### src/rtl/register_block_sequencer.sv
// Command-driven master for a registered-read register block: one command per
// handshake, drives the block's port-side strobes and returns a result on rsp_*.
module register_block_sequencer #(
    parameter int DATA_WIDTH = 8,
    parameter int ADDR_WIDTH = 3,
    parameter int NUM_REGS   = 6
) (
    input  logic                  clk,
    input  logic                  rst,
    input  logic                  cmd_valid,
    output logic                  cmd_ready,
    input  logic [1:0]            cmd_op,
    input  logic [ADDR_WIDTH-1:0] cmd_src,
    input  logic [ADDR_WIDTH-1:0] cmd_dst,
    input  logic [DATA_WIDTH-1:0] cmd_imm,
    output logic                  rsp_valid,
    input  logic                  rsp_ready,
    output logic [DATA_WIDTH-1:0] rsp_data,
    output logic                  rsp_error,
    output logic                  rb_write_enable,
    output logic                  rb_read_enable,
    output logic [ADDR_WIDTH-1:0] rb_src_reg,
    output logic [ADDR_WIDTH-1:0] rb_dst_reg,
    output logic [DATA_WIDTH-1:0] rb_input_bus,
    input  logic [DATA_WIDTH-1:0] rb_output_bus
);

    localparam logic [2:0] S_IDLE = 3'd0;
    localparam logic [2:0] S_RD   = 3'd1;
    localparam logic [2:0] S_CAP  = 3'd2;
    localparam logic [2:0] S_WR   = 3'd3;
    localparam logic [2:0] S_RSP  = 3'd4;

    localparam logic [1:0] OP_NOP  = 2'b00;
    localparam logic [1:0] OP_LOAD = 2'b01;
    localparam logic [1:0] OP_MOVE = 2'b10;
    localparam logic [1:0] OP_READ = 2'b11;

    logic [2:0]            state_q, state_d;
    logic [1:0]            op_q, op_d;
    logic [ADDR_WIDTH-1:0] src_q, src_d;
    logic [ADDR_WIDTH-1:0] dst_q, dst_d;
    logic [DATA_WIDTH-1:0] data_q, data_d;
    logic                  err_q, err_d;
    logic                  bad;

    function automatic logic idx_bad(input logic [ADDR_WIDTH-1:0] idx);
        return 32'(idx) >= 32'(NUM_REGS);
    endfunction

    always_comb begin
        state_d = state_q;
        op_d    = op_q;
        src_d   = src_q;
        dst_d   = dst_q;
        data_d  = data_q;
        err_d   = err_q;
        bad     = 1'b0;
        case (state_q)
            S_IDLE: begin
                if (cmd_valid) begin
                    case (cmd_op)
                        OP_LOAD: bad = idx_bad(cmd_dst);
                        OP_MOVE: bad = idx_bad(cmd_src) || idx_bad(cmd_dst);
                        OP_READ: bad = idx_bad(cmd_src);
                        default: bad = 1'b0;
                    endcase
                    op_d   = cmd_op;
                    err_d  = bad;
                    data_d = '0;
                    // Rejected and NOP commands leave the block-side address lines untouched.
                    if (bad || cmd_op == OP_NOP) begin
                        state_d = S_RSP;
                    end else begin
                        src_d = cmd_src;
                        dst_d = cmd_dst;
                        if (cmd_op == OP_LOAD) begin
                            data_d  = cmd_imm;
                            state_d = S_WR;
                        end else begin
                            state_d = S_RD;
                        end
                    end
                end
            end
            S_RD:  state_d = S_CAP;
            S_CAP: begin
                // The block presents read data only during the cycle after read_enable.
                data_d  = rb_output_bus;
                state_d = (op_q == OP_MOVE) ? S_WR : S_RSP;
            end
            S_WR:  state_d = S_RSP;
            S_RSP: begin
                if (rsp_ready) begin
                    state_d = S_IDLE;
                end
            end
            default: state_d = S_IDLE;
        endcase
    end

    always_ff @(posedge clk or posedge rst) begin
        if (rst) begin
            state_q <= S_IDLE;
            op_q    <= OP_NOP;
            src_q   <= '0;
            dst_q   <= '0;
            data_q  <= '0;
            err_q   <= 1'b0;
        end else begin
            state_q <= state_d;
            op_q    <= op_d;
            src_q   <= src_d;
            dst_q   <= dst_d;
            data_q  <= data_d;
            err_q   <= err_d;
        end
    end

    // Reset forces state_q to IDLE, so cmd_ready must also be masked by rst itself.
    assign cmd_ready       = (state_q == S_IDLE) && !rst;
    assign rsp_valid       = (state_q == S_RSP);
    assign rsp_data        = (state_q == S_RSP) ? data_q : '0;
    assign rsp_error       = (state_q == S_RSP) && err_q;
    assign rb_write_enable = (state_q == S_WR);
    assign rb_read_enable  = (state_q == S_RD);
    assign rb_src_reg      = src_q;
    assign rb_dst_reg      = dst_q;
    assign rb_input_bus    = data_q;

endmodule

### config.mk
export PLATFORM = sky130hd
export DESIGN_NAME = register_block_sequencer
export DESIGN_NICKNAME = d
export VERILOG_FILES = /design/src/rtl/register_block_sequencer.sv
export SDC_FILE = /design/constraint.sdc
export NUM_CORES = 1
export LEC_CHECK = 0
export CAP_MARGIN = 0
export CORE_MARGIN = 2
export CORE_UTILIZATION = 34
export DETAILED_ROUTE_END_ITERATION = 10
export PLACE_DENSITY_LB_ADDON = 0.05
export SLEW_MARGIN = 20
export SYNTH_ARGS = -nofsm -noshare
export SYNTH_HDL_FRONTEND = slang
export SYNTH_SLANG_ARGS = --single-unit
### constraint.sdc
create_clock -name clk -period 1.75 [get_ports clk]
set_clock_uncertainty 0.1 [all_clocks]
set_input_delay 0.35 -clock clk [delete_from_list [all_inputs] [get_ports clk]]
set_output_delay 0.35 -clock clk [all_outputs]
set_load 0.02 [all_outputs]
==> flow_metrics.env <==
export IMPL_yosysWarnings=0
export IMPL_via_per_inst=5.16
export IMPL_leakagePower_nw=0.926
export IMPL_fp_dieH_um=58.5
export IMPL_num_rows=19
export IMPL_utilization_pct=67.7
export IMPL_regToRegEndpoint="rb_input_bus[2]$_DFFE_PP0P_"
export IMPL_place_ws_ns=-0.416
export IMPL_violations="negative setup slack"
export IMPL_crit_slowest_cell="or4b_4"
export IMPL_grt_pass1_wl_um=4660
export IMPL_crit_top_cell="buf_6"
export IMPL_clockBufferDepth=2
export IMPL_fin_ws_ns=-0.0790
export IMPL_worstSetupEndpointType="flop"
export IMPL_dieArea_um2=3430
export IMPL_start_util_pct=36.3
export IMPL_max_freq_mhz=547
export IMPL_synthCells=99
export IMPL_r2r_start="state_q[1]$_DFFE_PP0P_"
export IMPL_fin_crit_sh_pct=105
export IMPL_place_area_um2=1730
export IMPL_hold_class="in -> async"
export IMPL_clock_sinks=20
export IMPL_reg2reg_depth=6
export IMPL_stdcell_area_um2=1880
export IMPL_cts_root_buffer="clkbuf_4"
export IMPL_worstMarginPinSlew_ns=0.564
export IMPL_period_needed_ns=1.83
export IMPL_power_frac_seq_pct=29.2
export IMPL_cp_endpoint="rb_input_bus[2]$_DFFE_PP0P_"
export IMPL_yosysMostFrequentCell="dfrtp_1"
export IMPL_clk_pin_slew_ns=0.11
export IMPL_cts_buffers=3
export IMPL_fin_tns_setup_ns=-1.43
export IMPL_drtPass1Iterations=4
export IMPL_syn_num_nets=127
export IMPL_cp_num_cells=6
export IMPL_cap_violations=0
export IMPL_core_area_um2=2780
export IMPL_grt_overflow_total=0
export IMPL_ys_seq_area_share_pct=49.5
export IMPL_ir_worst_vdd_mv=1.26
export IMPL_syn_to_final_growth_pct=86.4
export IMPL_cts_htree_levels=1
export IMPL_cpPeakStageDelay_ns=0.52
export IMPL_synth_seq_cells=20
export IMPL_grt_max_degree=21
export IMPL_cts_tree="yes"
export IMPL_wl_per_cell_um=13.6
export IMPL_ys_async_sr_fraction_pct=100
export IMPL_die_w_um=58.5
export IMPL_synthFlopType="dfrtp_1"
export IMPL_cp_arrival_ns=1.96
export IMPL_critPathLaunch="state_q[1]$_DFFE_PP0P_"
export IMPL_cp_data_required_time_ns=1.88
export IMPL_crit_buf_inv=2
export IMPL_io_pins=55
export IMPL_routed_wl_um=2860
export IMPL_yosys_area_top_type="dfrtp_1"
export IMPL_synth_top_area_share_pct=49.5
export IMPL_portBuffers=54
export IMPL_drtIter0Drc=27
export IMPL_largest_register_ffs=8
export IMPL_pwr_share_clk_pct=9.2
export IMPL_dpl_hpwl_um=2130
export IMPL_powerDensity_nw_per_um2=1530
export IMPL_yosys_cell_types_count=26
export IMPL_synthTopCellsByCount="20 x dfrtp_1, 11 x and3_1, 11 x nor2_1"
export IMPL_p_comb_share_pct=61.5
export IMPL_slew_headroom_pct=62.3
export IMPL_nets=208
export IMPL_finalSetupViolCount=27
export IMPL_crit_chain="buf_6 -> or4b_4 -> a211oi_4 -> buf_6 -> a22oi_2 -> a21oi_1"
export IMPL_rsz0062_at_grt="yes"
export IMPL_path_class="reg -> reg"
export IMPL_antenna_found_initial=0
export IMPL_grt_pass1_vias=1042
export IMPL_drc=0
export IMPL_clk_latency_ns=0.30
export IMPL_grt_usage_pct=18.0
export IMPL_n_antenna_cell=0
export IMPL_ys_top_cells_by_area="dfrtp_1 50%, mux2_2 8.9%, and3_1 6.8%, a22oi_1 4.5%, nor2_1 4.1%"
export IMPL_hold_violations=0
export IMPL_ant_nets=0
export IMPL_crit_path_max_fanout=8
export IMPL_synth_edff_count=0
export IMPL_swShare_pct=40.2
export IMPL_slew_viol_final=0
export IMPL_net_switching_power_mw=1.16
export IMPL_syn_area_per_cell_um2=10.2
export IMPL_reg2reg_slack_ns=-0.08
export IMPL_final_layout_size_suffix_gt1_share_pct=40.2
export IMPL_critPathLaunchType="flop"
export IMPL_via_count=1084
export IMPL_outcome="complete, but fails checks"
export IMPL_holdWs_ns=0.315
export IMPL_cpLargestDelayFamily="simple AND/OR/NAND/NOR gates"
export IMPL_synth_area_um2=1010
export IMPL_place_gp_congestion=0.765
export IMPL_internal_power_mw=1.73
==> what timing repair did <==
action / 4_1_cts / 5_1_grt
setup endpoints to repair: 38 / 34
pin swaps: 12 / 2
gates resized for setup: 93 / 16
hold buffers: 0 / 0
gates cloned: 1 / 0
hold endpoints to repair: 0 / 0
setup buffers: 1 / 3
==> kinds of logic (layout without fill, tap and decap cells) <==
kind of cell    after synthesis  in the layout  synth area share [%]
mux                           8              8                  8.91
simple gates                 37             37                  18.6
buf+inv                       8             88                  3.84
compound gates               25             25                  18.3
flops                        20             20                  49.5
xor+xnor                      1              1                 0.866
==> cell type report <==
class	count	area, um^2
Inverter	3	11.3
Timing Repair Buffer	81	746
Tap cell	31	38.8
Sequential cell	20	502
Multi-Input combinational cell	71	551
Clock buffer	4	36.3
Fill cell	239	897
==> stage by stage <==
step	power [mW]	instances
finish	2.89	210
global route	3.09	210
detailed placement	2.50	201
CTS	2.81	207
floorplan	1.69	99
global placement	2.46	201
==> worst min-delay path: stages <==
cell             delay [ns]
clkdlybuf4s50_1        0.44
inv_1                  0.06
buf_4                  0.26
==> routing by layer <==
layer	GRT usage, %	share of wire, %	vias up
met5	0	0	-
met4	3.99	0.94	0
met3	5.71	5.9	4
met2	30.2	52	32
met1	22.7	41	531
li1	-	-	517
==> power groups by stage <==
stage	Combinational, mW	Sequential (mW)	Clock (mW)
final	1.78	0.844	0.267
after global routing	1.91	0.883	0.301
after CTS	1.70	0.840	0.276
after detailed placement	1.66	0.839	0
after global placement	1.63	0.825	0
after floorplan	0.673	1.02	0
==> layout by cell type, fill, tap and decap left out, types with 6 or more instances in the layout <==
cell type / instances
buf_4: 27
nor2_1: 10
dfrtp_1: 19
mux2_2: 8
a22oi_2: 6
dlygate4sd2_1: 8
buf_6: 10
a21oi_1: 8
dlymetal6s2s_1: 6
clkdlybuf4s50_1: 27
nand2_1: 6
and3_1: 8
==> worst min-delay path by stage <==
stage	startpoint	end	slack, ns	cells after the start
after floorplan	rst	err_q$_DFFE_PP0P_	0.21	1
after global placement	err_q$_DFFE_PP0P_	err_q$_DFFE_PP0P_	0.36	2
after detailed placement	err_q$_DFFE_PP0P_	err_q$_DFFE_PP0P_	0.38	2
after CTS	rst	rb_src_reg[2]$_DFFE_PP0P_	0.31	3
after global routing	rst	rb_src_reg[2]$_DFFE_PP0P_	0.32	3
final	rst	op_q[0]$_DFFE_PP0P_	0.32	3
Power figures use the tool's default switching activity.
